[src/rtl/uart_rx.sv]
// UART receiver: 2-flop synchronized line, mid-bit sampling, 8N1 frames, valid/ready output.
// Define UART_RX_PARITY_EN to expect an even-parity bit before the stop bit (8E1).
module uart_rx #(
  parameter int unsigned CLKS_PER_BIT = 16
) (
  input  logic       clk,
  input  logic       rst_n,
  input  logic       rx_in,
  output logic [7:0] rx_data,
  output logic       rx_valid,
  input  logic       rx_ready,
  output logic       rx_frame_err,
  output logic       rx_overrun,
  output logic       rx_parity_err
);

  localparam int unsigned CntW = $clog2(CLKS_PER_BIT);
  localparam logic [CntW-1:0] CntLast = CntW'(CLKS_PER_BIT - 1);
  localparam logic [CntW-1:0] CntHalf = CntW'(CLKS_PER_BIT / 2 - 1);

  typedef enum logic [2:0] {
    StIdle,
    StStart,
    StData,
`ifdef UART_RX_PARITY_EN
    StParity,
`endif
    StStop,
    StBreak
  } state_e;

  logic [1:0]      sync_q;
  logic            s_rx;
  logic            s_rx_prev_q;

  state_e          state_q, state_d;
  logic [CntW-1:0] cnt_q, cnt_d;
  logic [2:0]      bit_idx_q, bit_idx_d;
  logic [7:0]      shift_q, shift_d;
  logic [7:0]      rx_data_q, rx_data_d;
  logic            rx_valid_q, rx_valid_d;
  logic            frame_err_q, frame_err_d;
  logic            overrun_q, overrun_d;
  logic            cnt_last;
  logic            par_err;

`ifdef UART_RX_PARITY_EN
  logic            par_err_q, par_err_d;
  logic            parity_err_q, parity_err_d;
  assign par_err = par_err_q;
`else
  assign par_err = 1'b0;
`endif

  assign s_rx     = sync_q[1];
  assign cnt_last = (cnt_q == CntLast);

  // Line idles high, so the synchronizer resets to 1 to avoid a false start edge.
  always_ff @(posedge clk or negedge rst_n) begin
    if (!rst_n) begin
      sync_q      <= 2'b11;
      s_rx_prev_q <= 1'b1;
    end else begin
      sync_q      <= {sync_q[0], rx_in};
      s_rx_prev_q <= s_rx;
    end
  end

  always_ff @(posedge clk or negedge rst_n) begin
    if (!rst_n) begin
      state_q     <= StIdle;
      cnt_q       <= '0;
      bit_idx_q   <= 3'd0;
      shift_q     <= 8'h00;
      rx_data_q   <= 8'h00;
      rx_valid_q  <= 1'b0;
      frame_err_q <= 1'b0;
      overrun_q   <= 1'b0;
    end else begin
      state_q     <= state_d;
      cnt_q       <= cnt_d;
      bit_idx_q   <= bit_idx_d;
      shift_q     <= shift_d;
      rx_data_q   <= rx_data_d;
      rx_valid_q  <= rx_valid_d;
      frame_err_q <= frame_err_d;
      overrun_q   <= overrun_d;
    end
  end

`ifdef UART_RX_PARITY_EN
  always_ff @(posedge clk or negedge rst_n) begin
    if (!rst_n) begin
      par_err_q    <= 1'b0;
      parity_err_q <= 1'b0;
    end else begin
      par_err_q    <= par_err_d;
      parity_err_q <= parity_err_d;
    end
  end
`endif

  always_comb begin
    state_d     = state_q;
    cnt_d       = cnt_q;
    bit_idx_d   = bit_idx_q;
    shift_d     = shift_q;
    rx_data_d   = rx_data_q;
    // An accepted byte drops valid unless a new one loads below.
    rx_valid_d  = rx_valid_q && !rx_ready;
    frame_err_d = 1'b0;
    overrun_d   = 1'b0;
`ifdef UART_RX_PARITY_EN
    par_err_d    = par_err_q;
    parity_err_d = 1'b0;
`endif

    case (state_q)
      StIdle: begin
        cnt_d = '0;
        if (s_rx_prev_q && !s_rx) begin
          state_d = StStart;
        end
      end

      StStart: begin
        if (cnt_q == CntHalf) begin
          cnt_d = '0;
          if (!s_rx) begin
            state_d   = StData;
            bit_idx_d = 3'd0;
          end else begin
            state_d = StIdle;
          end
        end else begin
          cnt_d = cnt_q + CntW'(1);
        end
      end

      StData: begin
        if (cnt_last) begin
          cnt_d     = '0;
          shift_d   = {s_rx, shift_q[7:1]};
          bit_idx_d = bit_idx_q + 3'd1;
          if (bit_idx_q == 3'd7) begin
`ifdef UART_RX_PARITY_EN
            state_d = StParity;
`else
            state_d = StStop;
`endif
          end
        end else begin
          cnt_d = cnt_q + CntW'(1);
        end
      end

`ifdef UART_RX_PARITY_EN
      StParity: begin
        if (cnt_last) begin
          cnt_d     = '0;
          // Even parity: data bits plus parity bit must have an even number of ones.
          par_err_d = s_rx ^ (^shift_q);
          state_d   = StStop;
        end else begin
          cnt_d = cnt_q + CntW'(1);
        end
      end
`endif

      StStop: begin
        if (cnt_last) begin
          cnt_d = '0;
          if (s_rx) begin
            state_d = StIdle;
            if (rx_valid_q && !rx_ready) begin
              overrun_d = 1'b1;
            end else begin
              rx_data_d  = shift_q;
              rx_valid_d = 1'b1;
            end
`ifdef UART_RX_PARITY_EN
            parity_err_d = par_err;
`endif
          end else begin
            frame_err_d = 1'b1;
            state_d     = StBreak;
          end
        end else begin
          cnt_d = cnt_q + CntW'(1);
        end
      end

      StBreak: begin
        cnt_d = '0;
        if (s_rx) begin
          state_d = StIdle;
        end
      end

      default: begin
        state_d = StIdle;
        cnt_d   = '0;
      end
    endcase
  end

  assign rx_data      = rx_data_q;
  assign rx_valid     = rx_valid_q;
  assign rx_frame_err = frame_err_q;
  assign rx_overrun   = overrun_q;
`ifdef UART_RX_PARITY_EN
  assign rx_parity_err = parity_err_q;
`else
  assign rx_parity_err = 1'b0;
`endif

endmodule
[config.mk]
export PLATFORM = sky130hd
export DESIGN_NAME = uart_rx
export DESIGN_NICKNAME = d
export VERILOG_FILES = /design/src/rtl/uart_rx.sv
export SDC_FILE = /design/constraint.sdc
export NUM_CORES = 1
export LEC_CHECK = 0
export CORE_ASPECT_RATIO = 1.2
export CORE_MARGIN = 4
export CORE_UTILIZATION = 36
export CTS_CLUSTER_DIAMETER = 200
export DETAILED_ROUTE_END_ITERATION = 10
export PLACE_DENSITY = 0.66
export SLEW_MARGIN = 20
export SYNTH_ARGS = -nofsm -noshare
export SYNTH_HDL_FRONTEND = slang
export SYNTH_SLANG_ARGS = --single-unit
[constraint.sdc]
create_clock -name clk -period 3.4 [get_ports clk]
set_input_delay 0.34 -clock clk [delete_from_list [all_inputs] [get_ports clk]]
set_output_delay 0.34 -clock clk [all_outputs]
set_load 0.005 [all_outputs]
Word-level counts from Yosys, hierarchy flattened
Cells that the tools add are included.
Cells by class
  add/sub/neg operators: 2
  multiply operators: 0
  divide/modulo/power cells: 0
  order comparisons: 0
  equality and inequality tests: 14
  shift-type cells: 0
  multiplexer cells: 26
  bitwise operators: 1
  reductions and logical operators: 11
Operators by type and width (number)
  $mux 3: 10
  $pmux 3 s5: 1
  $ne 2x2->1 const B: 7
  $mux 1: 10
  $mux 4: 2
  $pmux 4 s2: 1
  $reduce_and 4->1: 2
  $eq 3x2->1 const B: 2
  $eq 3x3->1 const B: 2
  $pmux 3 s2: 1
  $reduce_and 6->1: 1
  $add 4x1->4 const B: 1
  $eq 4x3->1 const B: 1
  $eq 4x4->1 const B: 1
  $add 3x1->3 const B: 1
  $eq 3x1->1 const B: 1
  $logic_not 3->1: 1
  $logic_and 1x1->1: 2
  $logic_not 1->1: 2
  $mux 2: 1
  $reduce_and 2->1: 1
  $reduce_bool 2->1: 1
  $reduce_or 2->1: 1
  $not 1->1: 1
Storage, ports and cells
  flip-flop bits (word level): 32
  latch bits: 0
  memory bits (writable): 0
  memory bits (read-only): 0
  input port bits: 4
  output and inout bits: 12
  word-level logic and storage cells: 64
  memories kept: 0

Logic depth before layout (Yosys ltp)
  word-level depth: 6
  mapped depth: 6
  mapped depth without buffers: 6

Worst setup path before layout
OpenSTA, ideal clock, no wires.
  path kind: register to register
  start: register cnt_q[0]
  end: register rx_data_q[0], in the netlist rx_data[0]
  setup time: 0.125 ns
  arrival: 1.728 ns
  data required time: 3.275 ns
  path slack: 1.547 ns
  stages on the path, launching flop included: 7
  buffers on the path: 1
  clock period less this slack: 1.853 ns
  cells stage by stage: dfrtp_1 -> ha_1 -> nand2_2 -> or4_4 -> nor2b_4 -> buf_12 -> mux2_4
On the way
  longest elaborated chain between the ends: 2
RTL lines
  start, declared: line 37  | logic [CntW-1:0] cnt_q, cnt_d;
  start signal, assigned: line 81  | cnt_q <= cnt_d;
  $eq 4x4->1: line 56  | assign cnt_last = (cnt_q == CntLast);
  $reduce_and 4->1 (no source line)
  end signal, assigned: line 84  | rx_data_q <= rx_data_d;
  end, declared: line 40  | logic [7:0] rx_data_q, rx_data_d;
No other way between the ends.
A chain may end at the register's enable or synchronous reset.

Final worst setup path
  start: register cnt_q[0]
  end: register rx_data_q[7], in the netlist rx_data[7]
Same word-level chain as after synthesis.

==> results.sh <==
export IMPL_worstHoldStart="sync_q[0]"
export IMPL_fin_util_pct=45.2
export IMPL_yosys_warnings=0
export IMPL_synth_ff_type="dfrtp_1"
export IMPL_yosys_area_top_type="dfrtp_1"
export IMPL_yosysSeqAreaShare_pct=58.2
export IMPL_rr_worst_depth=5
export IMPL_avgSynthCellArea_um2=13.7
export IMPL_clk_latency_ns=0.28
export IMPL_track_usage_pct=10.7
export IMPL_cts_root_buf="clkbuf_8"
export IMPL_total_leakage_power_nw=0.760
export IMPL_synth_cell_types=29
export IMPL_ant_nets=0
export IMPL_cts_tree="built"
export IMPL_reg2reg_to="rx_data[7]"
export IMPL_synthCells=101
export IMPL_clkTransAtPathRegs_ns=0.06
export IMPL_num_antenna_cells=0
export IMPL_post_drt_wl_per_cell_um=13.4
export IMPL_cts_sinks=32
export IMPL_routed_via_count=802
export IMPL_synth_seq_cells=32
export IMPL_row_count=24
export IMPL_p_per_area_nw_per_um2=557
export IMPL_grt_pass1_wl_um=3760
export IMPL_stdcell_area_um2=1660
export IMPL_io_buffers=14
export IMPL_synth_edf_count=0
export IMPL_crit_fanout=8
export IMPL_numCtsBuffers=5
export IMPL_post_cts_resized=0
export IMPL_setup_viol=0
export IMPL_fin_crit_sh_pct=59.8
export IMPL_routabilityCongestion=0.686
export IMPL_synthMostInstantiatedCell="dfrtp_1"
export IMPL_core_um2=3660
export IMPL_reg2reg_slack_ns=1.37
export IMPL_regToRegStartpoint="cnt_q[0]"
export IMPL_p_total_mw=0.922
export IMPL_cpLargestDelayFamily="simple AND/OR/NAND/NOR gates"
export IMPL_synthDominantCellAreaShare_pct=52.5
export IMPL_fin_hold_ws_ns=0.357
export IMPL_areaGrowthSynthToFinish_pct=19.8
export IMPL_startpoint="cnt_q[0]"
export IMPL_start_util_pct=37.7
export IMPL_cp_end_kind="flop"
export IMPL_placed_cell_area_um2=1560
export IMPL_hold_depth=0
export IMPL_clk_path_buf_depth=2
export IMPL_die_h_um=75.9
export IMPL_h_tree_depth=2
export IMPL_drt_total_wl_um=2280
export IMPL_fmax_mhz=492
export IMPL_synthTopCellsByArea="dfrtp_1 53%, mux2_4 8.7%, mux2_2 8.2%"
export IMPL_vdd_ir_drop_max_mv=0.195
export IMPL_drc=0
export IMPL_io_pins=16
export IMPL_crit_buf_inv=0
export IMPL_dp_cells=163
export IMPL_hold_buffers=0
export IMPL_stdcell_count=170
export IMPL_tns_ns=0
export IMPL_hold_violations=0
export IMPL_fin_ws_ns=1.37
export IMPL_grt_overflow=0
export IMPL_slowest_stage="or4_4"
export IMPL_grt_antenna_before_repair=0
export IMPL_drv_slew=0
export IMPL_clock_skew_final_ns=0.00352
export IMPL_die_w_um=64.5
export IMPL_worstPathArrival_ns=2.20
export IMPL_fin_crit_ns=2.03
export IMPL_drive_gt1_share_pct=30.5
export IMPL_grt_pass1_vias=816
export IMPL_status="complete, no violations"
export IMPL_grt_setup_unrepaired="false"
export IMPL_post_cts_setup_buffer_count=0
export IMPL_async_flop_share_pct=100
export IMPL_cap_violations=0
export IMPL_crit_chain="ha_1 > nand2_2 > or4_4 > nor2b_4 > mux2_4"
export IMPL_grt_max_degree=33
export IMPL_min_path_type="reg -> reg"
export IMPL_firstDrtPassIters=4
export IMPL_start_kind="flop"
export IMPL_critical_path_class="reg -> reg"
export IMPL_synthesis_area_um2=1380
export IMPL_drt_iter0_markers=19
export IMPL_whs_endpoint="sync_q[1]"
export IMPL_synth_nets=108
export IMPL_required_ns=3.56
export IMPL_dieArea_um2=4900
export IMPL_viasPerCell=4.72
export IMPL_crit_path_max_incr_delay_ns=0.56
export IMPL_pre_cts_ws_ns=1.37
export IMPL_dp_hpwl_um=1590
export IMPL_synth_commonest_cells="29 x dfrtp_1, 10 x mux2_2, 8 x mux2_4"
export IMPL_final_net_count=125
state kept, by name, summed over array words and instances, names as in the netlist:
register / cells
s_rx_prev_q: 1
state_q: 3
bit_idx_q: 3
rx_overrun: 1
shift_q: 8
rx_frame_err: 1
rx_valid: 1
rx_data: 8
sync_q: 2
cnt_q: 4
cells by family (layout without fill, tap and decap cells):
group | after synthesis | in the layout | share of synthesized area (%)
flip-flops | 32 | 32 | 58.2
buffers and inverters | 6 | 23 | 3.53
AND/OR/NAND/NOR | 27 | 27 | 11.0
adder cells (fa/ha/maj) | 3 | 3 | 2.72
other | 1 | 1 | 0.271
XOR/XNOR | 5 | 5 | 3.17
multiplexers | 18 | 18 | 16.8
AO/OA/AOI/OAI | 9 | 9 | 4.26
per-layer routing:
| layer | global-route usage (%) | vias up | share of wire, % |
|---|---|---|---|
| met5 | 0 | - | 0 |
| met4 | 7.04 | 0 | 2.2 |
| met3 | 5.31 | 5 | 5.5 |
| met2 | 17.9 | 17 | 52 |
| met1 | 10.7 | 402 | 40 |
| li1 | - | 378 | - |
where the power goes:
part | total, mW | internal (mW) | switching, mW
Clock | 0.307 | 0.180 | 0.127
Sequential | 0.463 | 0.413 | 0.0496
Combinational | 0.152 | 0.0793 | 0.0729
Total | 0.922 | 0.672 | 0.250
worst max-delay path by stage:
stage	end	slack [ns]	depth (start not counted)
global route	rx_data[5]	1.27	5
finish	rx_data[7]	1.37	5
detailed placement	rx_data[7]	1.37	5
floorplan	rx_data[0]	1.55	6
global placement	rx_data[5]	1.41	5
CTS	rx_data[7]	1.36	5
layout by cell type (no fill, tap or decap), drive strengths merged:
cell type	netlist	routed
a21oi	3	3
a22o	2	2
a311o	1	1
a31oi	1	1
buf	5	2
clkbuf	1	7
clkdlybuf4s50	0	14
conb	1	1
dfrtp	29	29
dfstp	3	3
ha	3	3
mux2	18	18
nand2	8	8
nand2b	2	2
nand3	2	2
nor2	7	7
nor2b	1	1
nor3	2	2
nor3b	1	1
nor4	1	1
o21ai	2	2
or3b	1	1
or4	1	1
or4b	1	1
xnor2	3	3
xor2	2	2
layout make-up:
cell class | instances | area (um^2)
timing repair buffer | 16 | 155
clock buffer | 7 | 96.3
fill | 356 | 2010
sequential | 32 | 805
multi-input combinational | 63 | 534
tap | 52 | 65.1
Power figures use the tool's default switching activity.
==> patch (same flow settings) <==
The 5 states of `state_e` get a one-hot encoding in 5 bits.
--- a/src/rtl/uart_rx.sv
+++ b/src/rtl/uart_rx.sv
@@ -20,6 +20,6 @@
 
-  typedef enum logic [2:0] {
-    StIdle,
-    StStart,
-    StData,
+  typedef enum logic [4:0] {
+    StIdle  = 5'b00001,
+    StStart = 5'b00010,
+    StData  = 5'b00100,
 `ifdef UART_RX_PARITY_EN
@@ -27,4 +27,4 @@
 `endif
-    StStop,
-    StBreak
+    StStop  = 5'b01000,
+    StBreak = 5'b10000
   } state_e;
Check against the original RTL: same outputs for any inputs over 10 cycles, from zero or initial values and one cycle with rst_n low; not proved beyond that.
==> patch against the unedited design <==
Area after synthesis grew 14%; routed wire length increased by 26%; global-route usage grew 1.9 points; design area grew 10%; total power shrank 8.3%; setup slack improved by 25 ps; sequential cell count rose by 2; highest routed layer unchanged; clock skew increased by 5.2 ps; final cell count rose by 15%; worst hold slack barely moved; fmax increased by 1.3%; die area grew 12%; critical endpoint is now rx_data[2]$_DFFE_PN0P_.
==> patch: results (changes against the unedited design) <==
\begin{tabular}{lr}
\hline
Metric & Value \\
\hline
\multicolumn{2}{l}{\textbf{Run status}} \\
Status & finished clean (unchanged) \\
\multicolumn{2}{l}{\textbf{GRT}} \\
Overall Global Routing Usage & 12.6\% (was 10.7\%) \\
Via count of the first global-routing pass & 1086 (was 816) \\
Maximum number of pins on one net before global-route repair & 35 (was 33) \\
First-pass GRT wire length & 5110 um (was 3760 um) \\
\multicolumn{2}{l}{\textbf{Final layout}} \\
Non-filler cells, final & 196 (was 170) \\
Fraction of final layout cells sized beyond drive strength 1 & 24.3\% (was 30.5\%) \\
Fin nets & 146 (was 125) \\
\# fillers & 418 (was 356) \\
\multicolumn{2}{l}{\textbf{Setup path}} \\
Reg-to-reg critical path endpoint & rx\_data[2]\$\_DFFE\_PN0P\_ (was rx\_data[7]\$\_DFFE\_PN0P\_) \\
WP data arrival & 2180 ps (was 2200 ps) \\
Critical R2R Launch & cnt\_q[0]\$\_DFF\_PN0\_ (unchanged) \\
\multicolumn{2}{l}{\textbf{Placed design}} \\
Weighted congestion at the end of routability-driven global placement & 0.803 (was 0.686) \\
Post-detailed-placement half-perimeter wirelength & 2010 um (was 1590 um) \\
\multicolumn{2}{l}{\textbf{STA}} \\
Post-route clock period utilization & 59.0\% (was 59.8\%) \\
Max Clock Skew & 8.71 ps (was 3.52 ps) \\
\multicolumn{2}{l}{\textbf{Routing}} \\
Final WL & 2880 um (was 2280 um) \\
Post-DR vias/cell & 5.12 (was 4.72) \\
First-iteration detailed-routing DRC count & 35 (was 19) \\
\multicolumn{2}{l}{\textbf{Clocking}} \\
Post-CTS Setup Bufs & 0 (unchanged) \\
\multicolumn{2}{l}{\textbf{Power and ir drop}} \\
IR drop worst, VDD & 0.282 mV (was 0.195 mV) \\
Leak pwr & 0.841 nW (was 0.760 nW) \\
\multicolumn{2}{l}{\textbf{Synth}} \\
Count of unique library cells instantiated by Yosys & 40 (was 29) \\
Syn nets & 130 (was 108) \\
Mean post-synth cell area & 12.8 um\^{}2 (was 13.7 um\^{}2) \\
Biggest area contributors in the synthesized netlist & sky130\_fd\_sc\_hd\_\_dfrtp\_1 48\%, sky130\_fd\_sc\_hd\_\_mux2\_4 7.7\%, sky130\_fd\_sc\_hd\_\_dfstp\_2 6.7\% (was sky130\_fd\_sc\_hd\_\_dfrtp\_1 53\%, sky130\_fd\_sc\_hd\_\_mux2\_4 8.7\%, sky130\_fd\_sc\_hd\_\_mux2\_2 8.2\%) \\
Register area share after synthesis & 54.5\% (was 58.2\%) \\
\hline
\end{tabular}
-- patch: layout make-up --
| type | instances | share of cell area, % |
|---|---|---|
| clock buffers | 5 | 3.77 |
| well taps | 56 | 3.84 |
| repair buffers | 15 | 8.08 |
| clock inverters | 3 | 1.16 |
| flip-flops and latches | 34 | 46.8 |
| multi-input cells | 83 | 36.3 |
-- patch: metal layers --
| layer | GRT usage [%] | vias to the layer above | routed length, um |
|---|---|---|---|
| met1 | 16.0 | 502 | 1230 |
| met5 | 0 | - | 0 |
| met3 | 3.78 | 3 | 117 |
| met2 | 20.2 | 24 | 1500 |
| met4 | 4.17 | 0 | 34 |
| li1 | - | 474 | - |
-- patch: metrics by stage --
stage	power (mW)	instance area (um^2)
2_1_floorplan	0.530	1570
3_3_place_gp	0.555	1740
3_5_place_dp	0.558	1740
4_1_cts	0.859	1830
5_1_grt	0.902	1830
6_report	0.846	1830
-- patch: cells by family after synthesis --
group	after synthesis	share of synthesized area, %
mux	17	14.0
simple gates	42	15.7
other cells	1	0.239
buf+inv	6	3.19
flops	34	54.5
fa+ha+maj	3	2.39
compound gates	16	7.66
xor+xnor	4	2.23
-- patch: critical path, stage by stage, from the launching register on --
cell                      delay [ps]
sky130_fd_sc_hd__dfrtp_1         370
sky130_fd_sc_hd__ha_1            250
sky130_fd_sc_hd__and3_1          280
sky130_fd_sc_hd__nand4_2         160
sky130_fd_sc_hd__nor2b_2         490
sky130_fd_sc_hd__mux2_4          350
-- patch: power by group --
part	switching [mW]	total (mW)	internal [mW]	leakage, nW
registers	0.0311	0.456	0.425	0.460
logic	0.0517	0.0927	0.0410	0.336
clock network	0.153	0.297	0.144	0.0441
